## src/rtl/uart_echo.sv

```systemverilog
// Loopback responder: buffers bytes from the UART receive side and echoes them to the transmit side.
// Optional UART_ECHO_CASE_EN inverts ASCII letter case on the echoed bytes.
module uart_echo #(
    parameter int unsigned DEPTH    = 16,
    parameter int unsigned AW       = 4,
    parameter int unsigned BUSY_TMO = 64
) (
    input  logic          clk,
    input  logic          rst,
    input  logic [7:0]    rx_data,
    input  logic          rx_vld,
    input  logic          tx_rdy,
    input  logic          ovf_clr,
    output logic [7:0]    tx_data,
    output logic          tx_vld,
    output logic [AW:0]   fifo_cnt,
    output logic          overflow
);

    localparam int unsigned TW = $clog2(BUSY_TMO + 1);

    typedef enum logic [1:0] {
        S_IDLE,
        S_WAIT_BUSY,
        S_WAIT_DONE
    } state_t;

    state_t          state_q, state_d;
    logic [AW-1:0]   wr_ptr_q, wr_ptr_d;
    logic [AW-1:0]   rd_ptr_q, rd_ptr_d;
    logic [AW:0]     cnt_q, cnt_d;
    logic [TW-1:0]   tmo_q, tmo_d;
    logic [7:0]      tx_data_q, tx_data_d;
    logic            pop_q, pop_d;
    logic            tx_vld_q, tx_vld_d;
    logic            overflow_q, overflow_d;
    logic [7:0]      mem_q [DEPTH];
    logic            push, pop, drop;

    function automatic logic [7:0] echo_byte(input logic [7:0] b);
`ifdef UART_ECHO_CASE_EN
        if (((b >= 8'h41) && (b <= 8'h5A)) || ((b >= 8'h61) && (b <= 8'h7A))) begin
            return b ^ 8'h20;
        end
`endif
        return b;
    endfunction

    // Transmit pacing FSM; the popped byte is latched here and pulsed one cycle later.
    always_comb begin
        state_d   = state_q;
        tmo_d     = tmo_q;
        tx_data_d = tx_data_q;
        pop       = 1'b0;
        case (state_q)
            S_IDLE: begin
                tmo_d = '0;
                if ((cnt_q != '0) && tx_rdy) begin
                    pop       = 1'b1;
                    tx_data_d = echo_byte(mem_q[rd_ptr_q]);
                    state_d   = S_WAIT_BUSY;
                end
            end
            S_WAIT_BUSY: begin
                if (!tx_rdy) begin
                    state_d = S_WAIT_DONE;
                end else if (tmo_q == TW'(BUSY_TMO - 1)) begin
                    state_d = S_IDLE;
                end else begin
                    tmo_d = tmo_q + TW'(1);
                end
            end
            S_WAIT_DONE: begin
                if (tx_rdy) begin
                    state_d = S_IDLE;
                end
            end
            default: state_d = S_IDLE;
        endcase
    end

    // FIFO bookkeeping; a pop in the same cycle frees the slot for a push into a full FIFO.
    always_comb begin
        push       = rx_vld && ((cnt_q != (AW+1)'(DEPTH)) || pop);
        drop       = rx_vld && !push;
        wr_ptr_d   = push ? wr_ptr_q + AW'(1) : wr_ptr_q;
        rd_ptr_d   = pop  ? rd_ptr_q + AW'(1) : rd_ptr_q;
        cnt_d      = cnt_q;
        if (push && !pop) begin
            cnt_d = cnt_q + (AW+1)'(1);
        end else if (pop && !push) begin
            cnt_d = cnt_q - (AW+1)'(1);
        end
        pop_d      = pop;
        tx_vld_d   = pop_q;
        overflow_d = drop ? 1'b1 : (ovf_clr ? 1'b0 : overflow_q);
    end

    always_ff @(posedge clk or negedge rst) begin
        if (!rst) begin
            state_q    <= S_IDLE;
            wr_ptr_q   <= '0;
            rd_ptr_q   <= '0;
            cnt_q      <= '0;
            tmo_q      <= '0;
            tx_data_q  <= 8'h00;
            pop_q      <= 1'b0;
            tx_vld_q   <= 1'b0;
            overflow_q <= 1'b0;
        end else begin
            state_q    <= state_d;
            wr_ptr_q   <= wr_ptr_d;
            rd_ptr_q   <= rd_ptr_d;
            cnt_q      <= cnt_d;
            tmo_q      <= tmo_d;
            tx_data_q  <= tx_data_d;
            pop_q      <= pop_d;
            tx_vld_q   <= tx_vld_d;
            overflow_q <= overflow_d;
        end
    end

    // Storage array carries no reset; occupancy is tracked by the pointers.
    always_ff @(posedge clk) begin
        if (push) begin
            mem_q[wr_ptr_q] <= rx_data;
        end
    end

    assign tx_data  = tx_data_q;
    assign tx_vld   = tx_vld_q;
    assign fifo_cnt = cnt_q;
    assign overflow = overflow_q;

endmodule
```

## config.mk

```make
export PLATFORM = sky130hd
export DESIGN_NAME = uart_echo
export DESIGN_NICKNAME = d
export VERILOG_FILES = /design/src/rtl/uart_echo.sv
export SDC_FILE = /design/constraint.sdc
export NUM_CORES = 1
export LEC_CHECK = 0
export BUFFER_PORTS_ARGS = -buffer_cell sky130_fd_sc_hd__buf_2
export CAP_MARGIN = 40
export CORE_MARGIN = 2
export CORE_UTILIZATION = 30
export DETAILED_ROUTE_END_ITERATION = 12
export REMOVE_ABC_BUFFERS = 1
export SETUP_SLACK_MARGIN = 0.5
export SLEW_MARGIN = 20
export SYNTH_ARGS = -nofsm -noshare
export SYNTH_HDL_FRONTEND = slang
export SYNTH_SLANG_ARGS = --single-unit
export TNS_END_PERCENT = 20
```

## constraint.sdc

```tcl
create_clock -name clk -period 3.9 [get_ports clk]
set_input_delay 0.585 -clock clk [delete_from_list [all_inputs] [get_ports clk]]
set_output_delay 0.585 -clock clk [all_outputs]
set_load 0.02 [all_outputs]
```

==> metrics.md, run 1 <==
| Metric | Value |
|---|---|
| Top_reg_cell synth | edfxtp_1 |
| Vias in the first global route | 3501 |
| First-pass GRT wire length | 19900 um |
| Postcts setup bufs | 0 |
| Most common cell after layout, fill and taps aside | edfxtp_1 |
| Skew final | 0.00887 ns |
| CP Max Fanout | 21 |
| FF-to-FF path depth | 10 |
| Number of synthesized register bits | 161 |
| Syn. warnings | 0 |
| Placed Instance Area | 7130 sq um |
| Startpoint type of the worst setup path | register |
| Slew Limit Fails | 0 |
| H-tree levels | 4 |
| Number of buffers added on ports | 27 |
| Status | complete, no violations |
| Via density | 4.72 |
| RSZ-0062 raised after global routing | no |
| Slew HR | 47.2% |
| Distinct cells, synth | 45 |
| EDFF count, synth | 128 |
| Clock root cell | clkbuf_16 |
| Min cycle time layout | 2.86 ns |
| P&R area growth vs syn | 16.0% |
| IO Pins | 28 |
| DR iter-0 viols | 241 |
| Peak Freq | 350 MHz |
| Worst setup path start | fifo_cnt[1]$_DFFE_PN0P_ |
| Mapped Cells | 387 |
| Core area | 21900 sq um |
| ANT cells | 0 |
| Initial Utilization | 30.6% |
| CTS Buf Count | 17 |
| Setup TNS | 0 ns |
| Post-Route WL | 12500 um |
| Asr flop ratio synth | 20.5% |
| Synthesized cell area | 6700 sq um |
| Critical path data arrival time | 3.21 ns |
| Worst Setup End Kind | register |
| CTS Buffer Depth | 2 |
| Routed len/inst | 17.2 um |
| Gr ovfl total | 0 |
| End of the worst register-to-register path | fifo_cnt[4]$_DFFE_PN0P_ |
| Post-Syn Area per Cell | 17.3 sq um |
| Max IR drop VDD | 271 uV |
| Final #Nets | 457 |
| Layout cells sized above 1 | 24.0% |
| Flop2flop setup slack | 1.04 ns |
| Fillers | 2097 |
| Setup violators final | 0 |
| Pin count of the biggest net entering global routing | 34 |
| Initial antenna violation count | 0 |
| CTS Hold Buffers Added | 0 |
| Die area | 23500 sq um |
| Clk sinks | 161 |
| Final period util | 73.3% |
| Clock transition at path regs | 0.06 ns |
| Worst Hold Class | in2async |
| Die Wd | 153 um |
| TritonCTS clock tree | done |
| Seq/Total Area, Yosys | 69.7% |
| Fin area | 7770 sq um |
| First-pass DRT Iterations | 6 |
| Max Cap Viol | 0 |
| Global-route usage over all layers | 11.3% |
| Final-report hold violation count | 0 |
| Leak | 2.79 nW |
| Pwr Density | 709 nW/um^2 |
| Total number of vias | 3425 |
| # rows | 54 |
| GPL Wtd Cong | 0.773 |
| Total Power | 0.00551 W |
| Clock Latency Late Sink | 0.42 ns |
| Detailed placement HPWL | 8200 um |
| DRC viols | 0 |
| Die height | 153 um |
| Number of routed nets with antenna violations | 0 |
| Path type of the worst setup path | reg2reg |
| Most frequent cells in the layout | 128 x edfxtp_1, 38 x nand2_1, 32 x dfrtp_1, 27 x buf_2 |
| CP required | 4.25 ns |
| Post-CTS sizing | 0 |
| FF-to-FF Start | fifo_cnt[1]$_DFFE_PN0P_ |
| Worst-Margin Slew | 0.791 ns |
| Worst setup path endpoint | fifo_cnt[4]$_DFFE_PN0P_ |
[synthesized netlist by cell type, types with 2 or more instances]
cell type	n	area [sq um]
a21o_1	2	15.0
a21oi_1	6	30.0
a22o_1	2	17.5
buf_1	2	7.51
buf_2	5	25.0
buf_4	3	22.5
buf_6	5	56.3
clkbuf_1	4	15.0
dfrtp_1	33	826
edfxtp_1	128	3840
ha_1	11	138
inv_1	10	37.5
mux2_2	8	90.1
mux2i_1	9	90.1
mux4_1	17	447
mux4_2	15	338
nand2_1	38	143
nand2b_1	4	25.0
nand3_1	5	25.0
nand4_1	3	18.8
nor2_1	19	71.3
nor3_1	5	25.0
o211ai_1	2	15.0
o21ai_0	15	75.1
o21ai_1	8	40.0
xnor2_1	9	78.8
[worst max-delay path: stages, from the launching register on]
cell     delay (ns)
dfrtp_1        0.43
or4_1          0.56
o21ai_2        0.13
buf_4          0.26
ha_1           0.25
inv_1          0.12
ha_1           0.32
a21o_1         0.17
a21oi_1        0.18
mux2i_1        0.24
xnor2_1        0.13
[logic make-up (layout without fill, tap and decap cells)]
logic type / Yosys count / in the layout / share of synthesized area (%)
and+or+nand+nor: 80 / 80 / 5.21
AOI/OAI and AO/OA: 42 / 42 / 3.87
xor gates and xnor gates: 10 / 10 / 1.31
DFF: 161 / 161 / 69.7
adders and majority gates: 12 / 12 / 2.35
muxes: 49 / 49 / 14.4
buffers and inverters: 33 / 91 / 3.14
[layer usage]
metal	global-route usage (%)	share of wire (%)	vias to the layer above
met3	2.81	5.7	11
li1	-	-	1587
met2	17.9	49	73
met1	14.9	44	1754
met5	0	0	-
met4	4.33	1.1	0
[cell type report]
class                      instances  area, sq um  area share, %
clock inverter                    15          130           1.67
timing repair buffer              48          333           4.28
sequential                       161         4670           60.1
multi-input combinational        193         1820           23.4
clock buffer                      17          425           5.48
tap                              280          350           4.51
inverter                          11         41.3          0.531
[sequential cells by signal, indices dropped and copies added, names as in the netlist]
register / flops
state_q: 2
tx_vld: 1
tmo_q: 7
wr_ptr_q: 4
fifo_cnt: 5
rd_ptr_q: 4
mem_q: 128
overflow: 1
pop_q: 1
tx_data: 8
[through the flow]
step | worst slack, ns | cells | hold slack, ns | utilization [%]
6_report | 1.04 | 725 | 0.0887 | 35.5
5_1_grt | 0.859 | 725 | 0.105 | 35.5
4_1_cts | 1.02 | 716 | 0.273 | 35.1
3_5_place_dp | 1.04 | 684 | 0.338 | 32.6
3_3_place_gp | 1.10 | 680 | 0.337 | 32.3
2_1_floorplan | 0.958 | 365 | 0.289 | -
[power breakdown]
group | total [W] | internal, W | leakage [nW] | switching, W
combinational | 0.00154 | 0.000756 | 0.950 | 0.000781
clock | 0.00154 | 0.000832 | 0.271 | 0.000706
sequential | 0.00243 | 0.00213 | 1.57 | 0.000302
[worst min path at each step]
stage,endpoint,slack [ns],depth (start not counted)
6_report,tmo_q[3]$_DFFE_PN0P_,0.09,1
5_1_grt,tmo_q[3]$_DFFE_PN0P_,0.11,1
4_1_cts,tmo_q[2]$_DFFE_PN0P_,0.27,1
3_5_place_dp,tx_vld$_DFF_PN0_,0.34,0
3_3_place_gp,tx_vld$_DFF_PN0_,0.34,0
2_1_floorplan,fifo_cnt[0]$_DFFE_PN0P_,0.29,0
(Power assumes the default switching activity.)
==> run 2: changes to the inputs <==
Settings changed: ABC_AREA from default to 1.
Clock period 3.9 ns to 2.9 ns, I/O delays scaled along.
==> metrics.md, run 2 <==
| Metric | Value |
|---|---|
| Clk sinks | 161 |
| Gr ovfl total | 0 |
| RSZ-0062 raised after global routing | no |
| Max IR drop VDD | 479 uV |
| Peak Freq | 454 MHz |
| Die area | 25700 sq um |
| Number of synthesized register bits | 161 |
| CP Max Fanout | 7 |
| Slew Limit Fails | 0 |
| Mapped Cells | 721 |
| Clock root cell | clkbuf_16 |
| Min cycle time layout | 2.20 ns |
| Count leader, synth | nand2_1 |
| Initial antenna violation count | 0 |
| # rows | 57 |
| Setup TNS | 0 ns |
| Vias in the first global route | 4669 |
| Worst-Margin Slew | 0.710 ns |
| Slew HR | 52.4% |
| Commonest cells in the netlist | 226 x nand2_1, 128 x edfxtp_1, 119 x inv_1, 101 x nand3_1, 33 x dfrtp_1 |
| Die Wd | 160 um |
| Final-report hold violation count | 0 |
| Post-Syn Area per Cell | 10.2 sq um |
| Skew final | 0.00610 ns |
| Leak | 3.70 nW |
| Number of buffers added on ports | 27 |
| CP max-delay cell | dfrtp_1 |
| Synth top area cells | edfxtp_1 53%, nand2_1 12%, dfrtp_1 11% |
| Slowest Stage Delay on Critical Path | 0.46 ns |
| Routed len/inst | 14.2 um |
| Detailed placement HPWL | 9580 um |
| Total number of vias | 4757 |
| IO Pins | 28 |
| Worst Hold Class | in2reg |
| Largest reg by FF count | mem_q |
| CTS Buffer Depth | 2 |
| CP required | 3.21 ns |
| Via density | 4.32 |
| Worst Setup End Kind | register |
| Max reg flops | 128 |
| Most common cell after layout, fill and taps aside | nand2_1 |
| Startpoint type of the worst setup path | register |
| Syn. warnings | 0 |
| Synthesized cell area | 7320 sq um |
| P&R area growth vs syn | 15.8% |
| Critical path cell sequence | nor2_4, nand4_4, nand2_8, inv_4, ha_1, inv_2, ha_4, a21oi_2, o21ai_2, a21oi_2, o21ai_0, nand2_1, nand2_1 |
| Global-route usage over all layers | 12.7% |
| Max Cap Viol | 0 |
| Critical path data arrival time | 2.51 ns |
| Path type of the worst setup path | reg2reg |
| H-tree levels | 4 |
| Pin count of the biggest net entering global routing | 66 |
| First-pass GRT wire length | 24700 um |
| Number of routed nets with antenna violations | 0 |
| GPL Wtd Cong | 0.789 |
| Final #Nets | 788 |
| Min Hold Slack | 0.187 ns |
| Clock Latency Late Sink | 0.42 ns |
| Most frequent cells in the layout | 226 x nand2_1, 128 x edfxtp_1, 118 x inv_1, 101 x nand3_1, 30 x dfrtp_1 |
| ANT cells | 0 |
| Pwr Density | 964 nW/um^2 |
| Yosys top cell by area | edfxtp_1 |
| Initial Utilization | 30.4% |
| Core area | 24100 sq um |
| Distinct cells, synth | 34 |
| Top_reg_cell synth | edfxtp_1 |
| Post-Route WL | 15600 um |
| TritonCTS clock tree | done |
| DRC viols | 0 |
| Layout cells sized above 1 | 13.8% |
| Final period util | 76.0% |
| First-pass DRT Iterations | 5 |
| Status | complete, no violations |
| CTS Buf Count | 17 |
| Asr flop ratio synth | 20.5% |
| Core Util, Final | 35.2% |
| EDFF count, synth | 128 |
| Clock transition at path regs | 0.06 ns |
| Fillers | 2445 |
| Synth top area share | 52.5% |
| Setup violators final | 0 |
| DR iter-0 viols | 325 |
| Seq/Total Area, Yosys | 63.8% |
| Die height | 160 um |
-- run 2: changes by cell type after synthesis, sizes merged, moves of 9 or more --
cell | previous run | this run
inv | 11 | 125
o21ai | 24 | 15
nor3 | 5 | 15
nand2 | 38 | 230
nor2 | 19 | 10
buf | 17 | 28
nand3 | 5 | 102
mux2i | 9 | 0
mux4 | 32 | 0
-- run 2: cells by family after synthesis --
kind of cell               synth area share (%)
AOI/OAI and AO/OA                          1.69
xor gates and xnor gates                   1.20
adders and majority gates                  2.15
buffers and inverters                      9.69
DFF                                        63.8
and+or+nand+nor                            21.5
-- run 2: worst paths after layout --
path / startpoint / end / slack (ns) / cells after the start
hold reg to reg: pop_q$_DFF_PN0_ / tx_vld$_DFF_PN0_ / 0.35 / 0
max in group asynchronous: rst / fifo_cnt[2]$_DFFE_PN0P_ / 2.17 / 3
hold / removal: tx_rdy / state_q[1]$_DFFE_PN0P_ / 0.19 / 2
setup / recovery: fifo_cnt[3]$_DFFE_PN0P_ / fifo_cnt[4]$_DFFE_PN0P_ / 0.70 / 13
min in group asynchronous: rst / tmo_q[3]$_DFFE_PN0P_ / 0.35 / 2
setup reg to reg: fifo_cnt[3]$_DFFE_PN0P_ / fifo_cnt[4]$_DFFE_PN0P_ / 0.70 / 13
-- run 2: repair_timing --
item                       4_1_cts  5_1_grt
hold buffers                     0        1
hold endpoints to repair         0        2
setup endpoints to repair        1        1
buffers inserted                 0        2
pin swaps                        0        2
resized for setup                6        6
-- run 2: power breakdown --
| part | internal (W) | switching (W) | total [W] |
|---|---|---|---|
| registers | 0.00285 | 0.000208 | 0.00306 |
| logic | 0.000910 | 0.00198 | 0.00289 |
| clock network | 0.00132 | 0.000896 | 0.00222 |
| total | 0.00509 | 0.00308 | 0.00817 |
-- run 2: critical path, delay by kind of cell, from the launching register on --
family / cells / cell delay (ns)
buffers and inverters: 2 / 0.20
flip-flops: 1 / 0.46
adder cells (fa/ha/maj): 2 / 0.45
AND/OR/NAND/NOR: 5 / 0.53
AO/OA/AOI/OAI: 4 / 0.46
-- run 2: final cells by class --
class | count | area [sq um] | share of cell area, %
flip-flops and latches | 161 | 4670 | 55.1
multi-input cells | 405 | 1980 | 23.4
inverters | 126 | 475 | 5.61
clock buffers | 22 | 464 | 5.48
well taps | 324 | 405 | 4.78
repair buffers | 52 | 350 | 4.13
clock inverters | 10 | 124 | 1.46
-- run 2: metrics by stage --
step                      std cells  setup WS [ns]  instance area (sq um)  total power [W]
after floorplan                 692          0.307                   7080          0.00491
after global placement         1064          0.312                   7800          0.00587
after detailed placement       1064          0.262                   7800          0.00591
after CTS                      1096          0.504                   8400          0.00816
after global routing           1100          0.534                   8470          0.00869
final                          1100          0.695                   8470          0.00817
-- run 2: metal layers --
layer  GRT usage [%]  part of all wire, %  up-vias
met1            16.4                   46     2240
met2            21.1                   48       92
met3            2.94                  3.5       22
li1                -                    -     2403
met5               0                    0        -
met4            4.05                  1.6        0
==> run 3: changes to the inputs <==
Clock period 2.9 ns to 2.1 ns, I/O delays scaled along.
==> metrics.md, run 3 (synthesis results as in run 2) <==
| Metric | Value |
|---|---|
| Clk sinks | 161 |
| Detailed placement HPWL | 10100 um |
| Status | complete, no violations |
| Slew HR | 67.9% |
| DR iter-0 viols | 368 |
| Via density | 4.44 |
| Min cycle time layout | 2.01 ns |
| Final #Nets | 815 |
| CTS Buffer Depth | 2 |
| P_int | 0.00734 W |
| GPL Wtd Cong | 0.799 |
| Global-route usage over all layers | 13.2% |
| P&R area growth vs syn | 19.9% |
| Worst Hold Class | in2reg |
| Crit-path leading delay family | buffers and inverters |
| ANT cells | 0 |
| Worst Setup End Kind | register |
| Most common cell after layout, fill and taps aside | nand2_1 |
| Vias in the first global route | 4852 |
| Net Sw Frac | 37.9% |
| Total number of vias | 5002 |
| Gate power share | 39.1% |
| # rows | 57 |
| Leak | 3.84 nW |
| Clock Power Share | 25.4% |
| CP max-delay cell | dfrtp_1 |
| Number of routed nets with antenna violations | 0 |
| Pin count of the biggest net entering global routing | 66 |
| Path type of the worst setup path | reg2reg |
| Gr ovfl total | 0 |
| Skew final | 0.00567 ns |
| TritonCTS clock tree | done |
| Core Util, Final | 36.4% |
| Slowest Stage Delay on Critical Path | 0.39 ns |
| Layout cells sized above 1 | 17.6% |
| Total Power | 0.0118 W |
| Die area | 25700 sq um |
| IO Pins | 28 |
| Die Wd | 160 um |
| Max IR drop VDD | 636 uV |
| Seq pwr share | 35.5% |
| Worst-Margin Slew | 0.481 ns |
| Pwr Density | 1350 nW/um^2 |
| Largest reg by FF count | mem_q |
| Clock root cell | clkbuf_16 |
| DRC viols | 0 |
| Startpoint type of the worst setup path | register |
| First-pass DRT Iterations | 5 |
| Max Cap Viol | 0 |
| Max reg flops | 128 |
| Final period util | 95.6% |
| CP required | 2.41 ns |
| Number of buffers added on ports | 27 |
| Fillers | 2433 |
| Routed len/inst | 14.4 um |
| Most frequent cells in the layout | 226 x nand2_1, 128 x edfxtp_1, 116 x inv_1, 101 x nand3_1, 41 x buf_4 |
| CTS Buf Count | 17 |
| Critical path data arrival time | 2.32 ns |
| Initial antenna violation count | 0 |
| Flop2flop setup slack | 0.09 ns |
| Core area | 24100 sq um |
| CP Max Fanout | 4 |
| Clock Latency Late Sink | 0.43 ns |
| Final-report hold violation count | 0 |
| Buffers & Inverters on Critical Path | 5 |
| RSZ-0062 raised after global routing | yes |
| Net load switching power | 0.00447 W |
| Critical path cell sequence | buf_6, inv_2, nand4_1, nand2_2, ha_4, inv_4, buf_6, ha_4, a21oi_2, o21ai_2, buf_4, o211ai_1, nand2_1 |
| Setup violators final | 0 |
| First-pass GRT wire length | 25800 um |
| Clock transition at path regs | 0.06 ns |
| Die height | 160 um |
| H-tree levels | 4 |
| Post-Route WL | 16300 um |
| Peak Freq | 498 MHz |
| Slew Limit Fails | 0 |
| Initial Utilization | 30.4% |
run 3: cell count changes in the layout (fill, tap and decap cells not counted), sizes merged:
cell      change
buf          +27
clkinv        +4
clkbuf        -3
inv           -2
clkinvlp      +1
run 3: path summary, 6_finish.rpt:
kind	cells past startpoint	start	endpoint
max	13	fifo_cnt[0]$_DFFE_PN0P_	fifo_cnt[4]$_DFFE_PN0P_
min	2	tx_rdy	state_q[1]$_DFFE_PN0P_
max reg2reg	13	fifo_cnt[0]$_DFFE_PN0P_	fifo_cnt[4]$_DFFE_PN0P_
min reg2reg	0	pop_q$_DFF_PN0_	tx_vld$_DFF_PN0_
max in group asynchronous	3	rst	rd_ptr_q[0]$_DFFE_PN0P_
min in group asynchronous	3	rst	tmo_q[3]$_DFFE_PN0P_
run 3: per-stage QoR:
stage / TNS, ns / cell area (sq um) / std cells / hold slack (ns) / setup slack, ns
finish: 0 / 8770 / 1127 / 0.0514 / 0.0917
global route: 0 / 8770 / 1127 / 0.0578 / 0.0568
floorplan: -5.13 / 7080 / 692 / 0.0194 / -0.493
global placement: -0.121 / 7980 / 1087 / 0.339 / -0.121
CTS: 0 / 8700 / 1127 / 0.0409 / 0.144
detailed placement: -0.229 / 7980 / 1087 / 0.336 / -0.154
run 3: metal layers:
metal	routed length [um]	vias to the layer above	global-route usage [%]
met5	0	-	0
met4	425	0	5.20
met3	681	28	2.96
met2	7910	122	21.7
li1	-	2455	-
met1	7240	2397	16.9
run 3: what timing repair did:
item,in CTS,in global routing
pin swaps,17,5
setup endpoints to repair,115,143
hold buffers,1,0
buffers inserted,7,0
gates resized for setup,27,19
endpoints found under the hold margin,33,0
run 3: layout make-up:
| cell class | instances | area [sq um] | share of cell area, % |
|---|---|---|---|
| clock inverter | 13 | 138 | 1.57 |
| tap | 324 | 405 | 4.62 |
| clock buffer | 19 | 433 | 4.93 |
| multi-input combinational | 405 | 2040 | 23.3 |
| timing repair buffer | 79 | 592 | 6.74 |
| sequential | 161 | 4670 | 53.2 |
| inverter | 126 | 493 | 5.62 |
run 3: power groups by stage:
stage / sequential (W) / combinational, W / clock (W)
2_1_floorplan: 0.00459 / 0.00219 / 0
3_5_place_dp: 0.00423 / 0.00425 / 0
6_report: 0.00419 / 0.00462 / 0.00300
4_1_cts: 0.00419 / 0.00455 / 0.00305
5_1_grt: 0.00425 / 0.00512 / 0.00318
3_3_place_gp: 0.00423 / 0.00420 / 0
run 3: worst register-to-register path: stages, from the launching register on:
cell and delay, ns:
dfrtp_1 0.39, buf_6 0.12, inv_2 0.06, nand4_1 0.12, nand2_2 0.12, ha_4 0.16
inv_4 0.05, buf_6 0.12, ha_4 0.16, a21oi_2 0.14, o21ai_2 0.08, buf_4 0.14
o211ai_1 0.17, nand2_1 0.06
